`src/rtl/tpu_matmul_sequencer_if.sv`:
```
// Handshake and bus bundle between host control, UB, Weight FIFO,
// systolic array and Results SRAM for tpu_matmul_sequencer.
// master: host/environment side, slave: the sequencer.
interface tpu_matmul_sequencer_if #(
   parameter int ADDRESSSIZE = 10
);
   logic                   start;
   logic                   reload_weights;
   logic [ADDRESSSIZE-1:0] src_base;
   logic [ADDRESSSIZE-1:0] dst_base;
   logic [ADDRESSSIZE-1:0] num_rows;
   logic                   fifo_empty;
   logic                   fifo_read_enable;
   logic                   we_rl;
   logic [ADDRESSSIZE-1:0] ub_address;
   logic                   ub_read_valid;
   logic                   res_write_enable;
   logic [ADDRESSSIZE-1:0] res_address;
   logic                   busy;
   logic                   done;
   logic                   error;
   logic [31:0]            cycle_count;

   modport master (
      output start, reload_weights, src_base, dst_base, num_rows, fifo_empty,
      input  fifo_read_enable, we_rl, ub_address, ub_read_valid,
             res_write_enable, res_address, busy, done, error, cycle_count
   );

   modport slave (
      input  start, reload_weights, src_base, dst_base, num_rows, fifo_empty,
      output fifo_read_enable, we_rl, ub_address, ub_read_valid,
             res_write_enable, res_address, busy, done, error, cycle_count
   );
endinterface

```
`src/rtl/tpu_matmul_sequencer.sv`:
```
// Start/done handshaked job sequencer for the systolic TPU datapath:
// optional weight tile pop + reload, row streaming from the UB, and
// result writes into the Results SRAM after a fixed pipeline latency.
// Optional build macro TPU_SEQ_PERF_EN enables the job cycle counter;
// without it cycle_count is tied to 0.
//
// state  | meaning
// -------+-----------------------------------------------------------
// IDLE   | waiting for start; rejects reload requests on empty FIFO
// WFETCH | one-cycle Weight FIFO pop
// WLOAD  | one-cycle systolic weight reload pulse
// FEED   | one UB row address per cycle, num_rows cycles
// DRAIN  | waiting for the latency pipe to deliver its last write
// FIN    | one-cycle done pulse, busy already low
module tpu_matmul_sequencer #(
   parameter int MATRIX_SIZE = 8,
   parameter int ADDRESSSIZE = 10,
   parameter int LATENCY     = 2 * MATRIX_SIZE
) (
   input logic                   clk,
   input logic                   rstn,
   tpu_matmul_sequencer_if.slave bus
);

   typedef enum logic [2:0] {
      S_IDLE, S_WFETCH, S_WLOAD, S_FEED, S_DRAIN, S_FIN
   } state_t;

   // every stage except the output one; used to see whether more writes follow
   localparam logic [LATENCY-1:0] PIPE_MASK = {LATENCY{1'b1}} >> 1;

   state_t                 state, state_nxt;
   logic                   accept, reject, pending, last_row;
   logic [ADDRESSSIZE-1:0] rows_left;
   logic [ADDRESSSIZE-1:0] ub_addr_q, res_addr_q;
   logic [LATENCY-1:0]     pipe;
   logic                   error_q;
   logic                   fifo_rd_c, we_rl_c, ub_rv_c, busy_c, done_c;

   assign reject   = (state == S_IDLE) && bus.start && bus.reload_weights && bus.fifo_empty;
   assign accept   = (state == S_IDLE) && bus.start && !(bus.reload_weights && bus.fifo_empty);
   assign pending  = |(pipe & PIPE_MASK);
   assign last_row = (rows_left == ADDRESSSIZE'(1));

   // state register
   always_ff @(posedge clk or negedge rstn) begin
      if (!rstn) state <= S_IDLE;
      else       state <= state_nxt;
   end

   // next-state and state-decoded outputs
   always_comb begin
      state_nxt = state;
      fifo_rd_c = 1'b0;
      we_rl_c   = 1'b0;
      ub_rv_c   = 1'b0;
      busy_c    = 1'b0;
      done_c    = 1'b0;
      unique case (state)
         S_IDLE: begin
            if (accept) begin
               if (bus.reload_weights)    state_nxt = S_WFETCH;
               // an empty job still spends one busy cycle before done
               else if (bus.num_rows == '0) state_nxt = S_DRAIN;
               else                       state_nxt = S_FEED;
            end
         end
         S_WFETCH: begin
            busy_c    = 1'b1;
            fifo_rd_c = 1'b1;
            state_nxt = S_WLOAD;
         end
         S_WLOAD: begin
            busy_c    = 1'b1;
            we_rl_c   = 1'b1;
            state_nxt = (rows_left == '0) ? S_FIN : S_FEED;
         end
         S_FEED: begin
            busy_c  = 1'b1;
            ub_rv_c = 1'b1;
            if (last_row) state_nxt = S_DRAIN;
         end
         S_DRAIN: begin
            busy_c = 1'b1;
            // the output stage may hold the last write this cycle; nothing behind it
            if (!pending) state_nxt = S_FIN;
         end
         S_FIN: begin
            done_c    = 1'b1;
            state_nxt = S_IDLE;
         end
         default: state_nxt = S_IDLE;
      endcase
   end

   // row down-counter, address generators, latency pipe and error pulse
   always_ff @(posedge clk or negedge rstn) begin
      if (!rstn) begin
         rows_left  <= '0;
         ub_addr_q  <= '0;
         res_addr_q <= '0;
         pipe       <= '0;
         error_q    <= 1'b0;
      end else begin
         error_q <= reject;
         pipe    <= (pipe << 1) | LATENCY'(ub_rv_c);
         if (accept) begin
            rows_left <= bus.num_rows;
            ub_addr_q <= bus.src_base;
         end else if (state == S_FEED) begin
            rows_left <= rows_left - ADDRESSSIZE'(1);
            ub_addr_q <= ub_addr_q + ADDRESSSIZE'(1);
         end
         if (accept)                 res_addr_q <= bus.dst_base;
         else if (pipe[LATENCY-1])   res_addr_q <= res_addr_q + ADDRESSSIZE'(1);
      end
   end

   assign bus.fifo_read_enable = fifo_rd_c;
   assign bus.we_rl            = we_rl_c;
   assign bus.ub_read_valid    = ub_rv_c;
   assign bus.ub_address       = ub_addr_q;
   assign bus.res_write_enable = pipe[LATENCY-1];
   assign bus.res_address      = res_addr_q;
   assign bus.busy             = busy_c;
   assign bus.done             = done_c;
   assign bus.error            = error_q;

`ifdef TPU_SEQ_PERF_EN
   logic [31:0] perf_cnt, cycle_count_q;

   // job cycle counter, snapshot taken while done is shown
   always_ff @(posedge clk or negedge rstn) begin
      if (!rstn) begin
         perf_cnt      <= '0;
         cycle_count_q <= '0;
      end else begin
         if (accept)                perf_cnt <= '0;
         else if (state != S_IDLE)  perf_cnt <= perf_cnt + 32'd1;
         if (state == S_FIN)        cycle_count_q <= perf_cnt;
      end
   end

   assign bus.cycle_count = cycle_count_q;
`else
   assign bus.cycle_count = '0;
`endif

endmodule

```
`src/flat_wrapper.sv`:
```
// flat-port wrapper written by rule: the top's interface ports become plain ports
module tpu_matmul_sequencer_flat 
#(
   parameter int MATRIX_SIZE = 8,
   parameter int ADDRESSSIZE = 10,
   parameter int LATENCY     = 2 * MATRIX_SIZE
)
  (clk, rstn, bus_start, bus_reload_weights, bus_src_base, bus_dst_base, bus_num_rows, bus_fifo_empty, bus_fifo_read_enable, bus_we_rl, bus_ub_address, bus_ub_read_valid, bus_res_write_enable, bus_res_address, bus_busy, bus_done, bus_error, bus_cycle_count);
  tpu_matmul_sequencer_if #(.ADDRESSSIZE(ADDRESSSIZE)) bus_i ();
  input logic clk;
  input logic rstn;
  input wire logic [$bits(bus_i.start)-1:0] bus_start;
  input wire logic [$bits(bus_i.reload_weights)-1:0] bus_reload_weights;
  input wire logic [$bits(bus_i.src_base)-1:0] bus_src_base;
  input wire logic [$bits(bus_i.dst_base)-1:0] bus_dst_base;
  input wire logic [$bits(bus_i.num_rows)-1:0] bus_num_rows;
  input wire logic [$bits(bus_i.fifo_empty)-1:0] bus_fifo_empty;
  output wire logic [$bits(bus_i.fifo_read_enable)-1:0] bus_fifo_read_enable;
  output wire logic [$bits(bus_i.we_rl)-1:0] bus_we_rl;
  output wire logic [$bits(bus_i.ub_address)-1:0] bus_ub_address;
  output wire logic [$bits(bus_i.ub_read_valid)-1:0] bus_ub_read_valid;
  output wire logic [$bits(bus_i.res_write_enable)-1:0] bus_res_write_enable;
  output wire logic [$bits(bus_i.res_address)-1:0] bus_res_address;
  output wire logic [$bits(bus_i.busy)-1:0] bus_busy;
  output wire logic [$bits(bus_i.done)-1:0] bus_done;
  output wire logic [$bits(bus_i.error)-1:0] bus_error;
  output wire logic [$bits(bus_i.cycle_count)-1:0] bus_cycle_count;
  assign bus_i.start = bus_start;
  assign bus_i.reload_weights = bus_reload_weights;
  assign bus_i.src_base = bus_src_base;
  assign bus_i.dst_base = bus_dst_base;
  assign bus_i.num_rows = bus_num_rows;
  assign bus_i.fifo_empty = bus_fifo_empty;
  assign bus_fifo_read_enable = bus_i.fifo_read_enable;
  assign bus_we_rl = bus_i.we_rl;
  assign bus_ub_address = bus_i.ub_address;
  assign bus_ub_read_valid = bus_i.ub_read_valid;
  assign bus_res_write_enable = bus_i.res_write_enable;
  assign bus_res_address = bus_i.res_address;
  assign bus_busy = bus_i.busy;
  assign bus_done = bus_i.done;
  assign bus_error = bus_i.error;
  assign bus_cycle_count = bus_i.cycle_count;
  tpu_matmul_sequencer #(.MATRIX_SIZE(MATRIX_SIZE), .ADDRESSSIZE(ADDRESSSIZE), .LATENCY(LATENCY)) u_core (.clk(clk), .rstn(rstn), .bus(bus_i));
endmodule
```
`config.mk`:
```
export PLATFORM = sky130hd
export DESIGN_NAME = tpu_matmul_sequencer_flat
export DESIGN_NICKNAME = d
export VERILOG_FILES = /design/src/rtl/tpu_matmul_sequencer_if.sv /design/src/rtl/tpu_matmul_sequencer.sv /design/src/flat_wrapper.sv
export SDC_FILE = /design/constraint.sdc
export NUM_CORES = 1
export LEC_CHECK = 0
export CORE_MARGIN = 2
export CORE_UTILIZATION = 47
export CTS_BUF_LIST = sky130_fd_sc_hd__clkbuf_4
export DETAILED_ROUTE_END_ITERATION = 8
export PLACE_DENSITY = 0.83
export SYNTH_ARGS = -nofsm -noshare
export SYNTH_HDL_FRONTEND = slang
export SYNTH_SLANG_ARGS = --single-unit
```
`constraint.sdc`:
```
create_clock -name clk -period 2.05 [get_ports clk]
set_clock_uncertainty 0.2 [all_clocks]
set_input_delay 0.3075 -clock clk [delete_from_list [all_inputs] [get_ports clk]]
set_output_delay 0.3075 -clock clk [all_outputs]
set_load 0.05 [all_outputs]
```
# == After elaboration in Yosys (flattened, before gate mapping) ==
# Index checks and enable logic that the tools add are counted.
# word_totals
out_inout_bits,59
regBits,50
in_bits,35
# op_classes
n_mux,18
n_bitwise,1
add_sub_neg,3
eq_ne,9
reduce_logical,14
# ops
op,count
10-bit two-way mux,6
"10-bit by 1-bit adder with 10-bit output, second input constant",2
10-bit logical NOT,2
3-bit two-way mux,6
16-bit by 1-bit bitwise OR with 16-bit output,1
3-bit case mux with 5 select lines,1
15-bit OR reduction,1
"10-bit by 1-bit == test with 1-bit output, second input constant",1
"10-bit by 1-bit subtractor with 10-bit output, second input constant",1
"3-bit by 2-bit == test with 1-bit output, second input constant",2
"3-bit == test, second input constant",2
1-bit logical AND,5
1-bit two-way mux,5
"2-bit by 1-bit inequality test with 1-bit output, second input constant",2
2-bit nonzero test,2
4-bit OR reduction,1
"3-bit by 1-bit == test with 1-bit output, second input constant",1
3-bit logical NOT,1
3-bit AND reduction,1
"2-bit inequality test, second input constant",1
1-bit logical NOT,1

# == Logic depth before layout (Yosys ltp) ==
# logic_depth
depth_word,5
depth_mapped,6
depth_no_buf,6

# == Worst setup path before layout ==
# No wires, ideal clock.
# synth_timing
kind,register -> register
from,register u_core.state[0]
to,register u_core.state[1]
path_stages_with_launch,5
arrival_time_ps,2074
setup_time_ps,86
slack_ps,-310
path_cell_list,dfrtp_1 buf_2 nor3b_1 a211oi_1 o21ai_0
# synth_via
elab_chain_len,5
elab_cells_between_ends,12
# synth_lines
element,line_no,rtl
"start, declared",tpu_matmul_sequencer.sv:32,"state_t state, state_nxt;"
"start signal, assigned",tpu_matmul_sequencer.sv:48,else state <= state_nxt;
3-bit logical NOT,"tpu_matmul_sequencer.sv:41, tpu_matmul_sequencer.sv:59",
1-bit logical AND (2 in series),tpu_matmul_sequencer.sv:41,assign accept = (state == S_IDLE) && bus.start && !(bus.reload_weights && bus.fifo_empty);
2-bit by 1-bit inequality test with 1-bit output (no line),n/a,
3-bit AND reduction (no line),n/a,
# Several ways; a longest one is shown, not always the timed one.
# A chain may end at the register's enable or synchronous reset.

# == Final worst setup path ==
# layout_timing
from,register u_core.state[2]
to,output bus_ub_read_valid
# layout_via
elab_chain_len,2
# layout_lines
element,line_no,rtl
3-bit by 2-bit == test with 1-bit output,tpu_matmul_sequencer.sv:59,unique case (state)
1-bit two-way mux,tpu_matmul_sequencer.sv:59,
"end, declared",flat_wrapper.sv:21,output wire logic [$bits(bus_i.ub_read_valid)-1:0] bus_ub_read_valid;
# Every way passes these cells.

==> out/qor.csv <==
stage;metric;value;unit
yosys;synth_top_area_share;46.3;%
yosys;synth.area.mux_share;0.370;%
setup_path;reg2reg_depth;6;
worst_hold_path;hold_class;primary input to asynchronous set/reset pin;
finish;antenna_cells;0;
timing;post-route-period-util;97.6;%
yosys;ys_seq_area_share;46.3;%
timing;setup_viol;0;
pwr;leakage;1.59;nW
floorplanning;start_util;48.8;%
clock_network;tritoncts.num_buffers;5;
yosys;synth_xor_area_share;3.89;%
setup_path;crit_fanout;10;
finish;final_cells;433;
place;place.gp.congestion;0.869;
clock_network;clockBufferDepth;2;
yosys;synth_ff_type;dfrtp_1;
yosys;synth_top_area_cell;dfrtp_1;
finish;area_growth;31.4;%
timing;rsz0062_at_grt;yes;
route;drtIter0Drc;154;
global_routing;grt_max_degree;33;
route;post_drt_wl_per_cell;13.5;um
pwr;p_per_area;1610;nW/um2
global_routing;grt_usage;19.2;%
global_routing;grt_pass1_wl;9700;um
yosys;synth_edf_count;0;
setup_path;worstPathArrival;1.49;ns
global_routing;grt_pass1_vias;2102;
setup_path;cp.required;1.54;ns
place;dp_hpwl;4420;um
setup_path;ff2ff_setup_slack;0.07;ns
global_routing;overflow;0;
finish;fin_util;64.2;%
pwr;power;0.00573;W
yosys;syn_area_per_cell;9.84;um2
place;place_inst;419;
clock_network;cts.clk_slew.worst_paths;0.15;ns
yosys;async_flop_share;100;%
yosys;yosysWarningCount;0;
route;viasPerCell;5.24;
run_status;outcome;completed;
timing;tns;0;ns
setup_path;path_class;flop to output port;
yosys;synth_seq_cells;50;
floorplanning;ios;94;
route;ant_nets;0;
setup_path;crit_path_top_delay_cell;dfrtp_1;
clock_network;htree_levels;2;
floorplanning;fp.dieW;79.9;um
global_routing;antenna_found_initial;0;
yosys;synth_compound_area_share;14.7;%
setup_path;cp-start-kind;flop;
setup_path;critPathBufInv;4;
setup_path;critPathTopFamily;buffers and inverters;
route;num_vias;2268;
yosys;syn_area;2710;um2
pwr;peakVddDrop;0.783;mV
timing;hold_viol;0;
route;drtPass1Iterations;4;
route;wirelength;5850;um
yosys;synth_adder_area_share;1.85;%
floorplanning;die_area;6380;um2
finish;multi_input_area;1260;um2
timing;timing.hold.ws;0.185;ns
finish;nets;399;
yosys;syn_inst;275;
setup_path;cp-end-kind;output port;
clock_network;cts_root_buffer;clkbuf_4;
yosys;yosys.area_share.simple;20.5;%
timing;fmax;0.500;GHz
finish;n_fill_cell;455;
floorplanning;coreArea;5540;um2
setup_path;reg2reg_from;u_core.rows_left[0];
floorplanning;rows;27;
floorplanning;die_h;79.9;um
clock_network;clock_sinks;50;
clock_network;clk_latency;0.38;ns
setup_path;critical_path.max_stage_delay;0.43;ns
finish;ff_latch_area;1250;um2
timing;drv_slew;0;
yosys;synth_area_leaders;dfrtp_1 46%, buf_4 8.9%, o21ai_0 4.1%;
yosys;synth_top_family_by_area;simple AND/OR/NAND/NOR gates;
timing;min_period;2.00;ns
route;drc;0;
job;max_cap_viol_count;0;
clock_network;cts_tree;done;
yosys;yosys.cell_types.count;50;
finish;drive_gt1_share;20.2;%
setup_path;rr_endpoint;u_core.rows_left[8];
setup_path;crit_chain;buf_6 -> nand3b_4 -> inv_4 -> buf_8 -> buf_12;
place;io_buffer_count;61;
==> worst register-to-register path, delay by kind of cell, from the launching register on <==
family | cells | cell delay, ns
adders and majority gates | 1 | 0.19
and+or+nand+nor | 2 | 0.56
buffers and inverters | 1 | 0.08
AOI/OAI and AO/OA | 2 | 0.43
DFF | 1 | 0.42
==> kinds of logic (layout without fill, tap and decap cells) <==
kind of cell	count (synthesis)	count (layout)
flops	50	50
simple gates	102	102
fa+ha+maj	4	4
mux	1	1
xor+xnor	12	12
buf+inv	50	105
other cells	1	32
compound gates	55	55
==> power breakdown <==
part	internal (W)	switching, W	total, W
combinational	0.00134	0.00206	0.00340
sequential	0.00143	0.000425	0.00186
clock	0.000140	0.000329	0.000470
total	0.00292	0.00281	0.00573
==> timing repair <==
| action | 4_1_cts | 5_1_grt |
|---|---|---|
| resized for setup | 14 | 7 |
| endpoints found under the hold margin | 18 | 0 |
| hold buffers | 1 | 0 |
| setup endpoints to repair | 10 | 8 |
| pin swaps | 1 | 2 |
| setup buffers | 2 | 3 |
==> synthesized netlist by cell type (2+ instances only) <==
master     n
a211oi_1   4
a21o_1     2
a21oi_1    2
a221o_1    7
a22oi_1    2
a31oi_1    2
a41oi_1    2
and3_1     2
buf_2      8
buf_4     32
buf_6      2
dfrtp_1   50
ha_1       4
inv_1      7
nand2_1   28
nand3_1    9
nand4_1    7
nor2_1    15
nor3_1    13
nor3b_1    6
nor4_1    10
o21ai_0   22
or3_1      2
xnor2_1    7
xor2_1     5
==> state kept, by name, indices dropped and copies added (netlist names) <==
register	count
u_core.bus.ub_address	10
u_core.bus.res_address	10
u_core.pipe	16
u_core.state	3
u_core.rows_left	10
u_core.bus.error	1
==> cell type report <==
type                    instances  area share [%]
multi-input cells             206            35.5
flip-flops and latches         50            35.2
repair buffers                 89            24.1
well taps                      72            2.53
clock buffers                   5            1.06
inverters                       8           0.915
clock inverters                 3           0.704
==> routing by layer <==
layer  track usage (%)  up-vias  share of wire, %
met5                 0        -                 0
met4              5.42        0              0.82
met3              4.41        7               6.3
met2              30.9       86                49
met1              26.1     1067                44
li1                  -     1108                 -
==> worst max-delay path by stage <==
stage | from | to | slack [ns] | depth (start not counted)
after floorplan | u_core.state[1] | bus_busy | 0.10 | 3
after detailed placement | bus_num_rows[2] | u_core.state[2] | -0.14 | 6
after CTS | u_core.state[0] | bus_ub_read_valid | 0.003 | 5
after global routing | u_core.state[0] | bus_busy | -0.02 | 4
after global placement | bus_num_rows[2] | u_core.state[2] | -0.10 | 6
final | u_core.state[2] | bus_ub_read_valid | 0.05 | 5
==> layout by cell type, fill, tap and decap left out, types with 9 or more instances in the layout <==
cell,netlist,final
nor3_1,13,13
nand3_1,9,9
buf_4,32,36
nor2_1,15,13
nand2_1,28,28
nor4_1,10,10
o21ai_0,22,22
conb_1,1,32
dfrtp_1,50,50
clkdlybuf4s50_1,0,33
==> stage by stage <==
step                      setup WS (ns)  area [um2]
after floorplan                   0.101        2830
after global placement           -0.105        3410
after detailed placement         -0.139        3410
after CTS                       0.00343        3510
after global routing            -0.0226        3550
final                            0.0500        3550
Note: power is estimated with default switching activity, not from simulation.
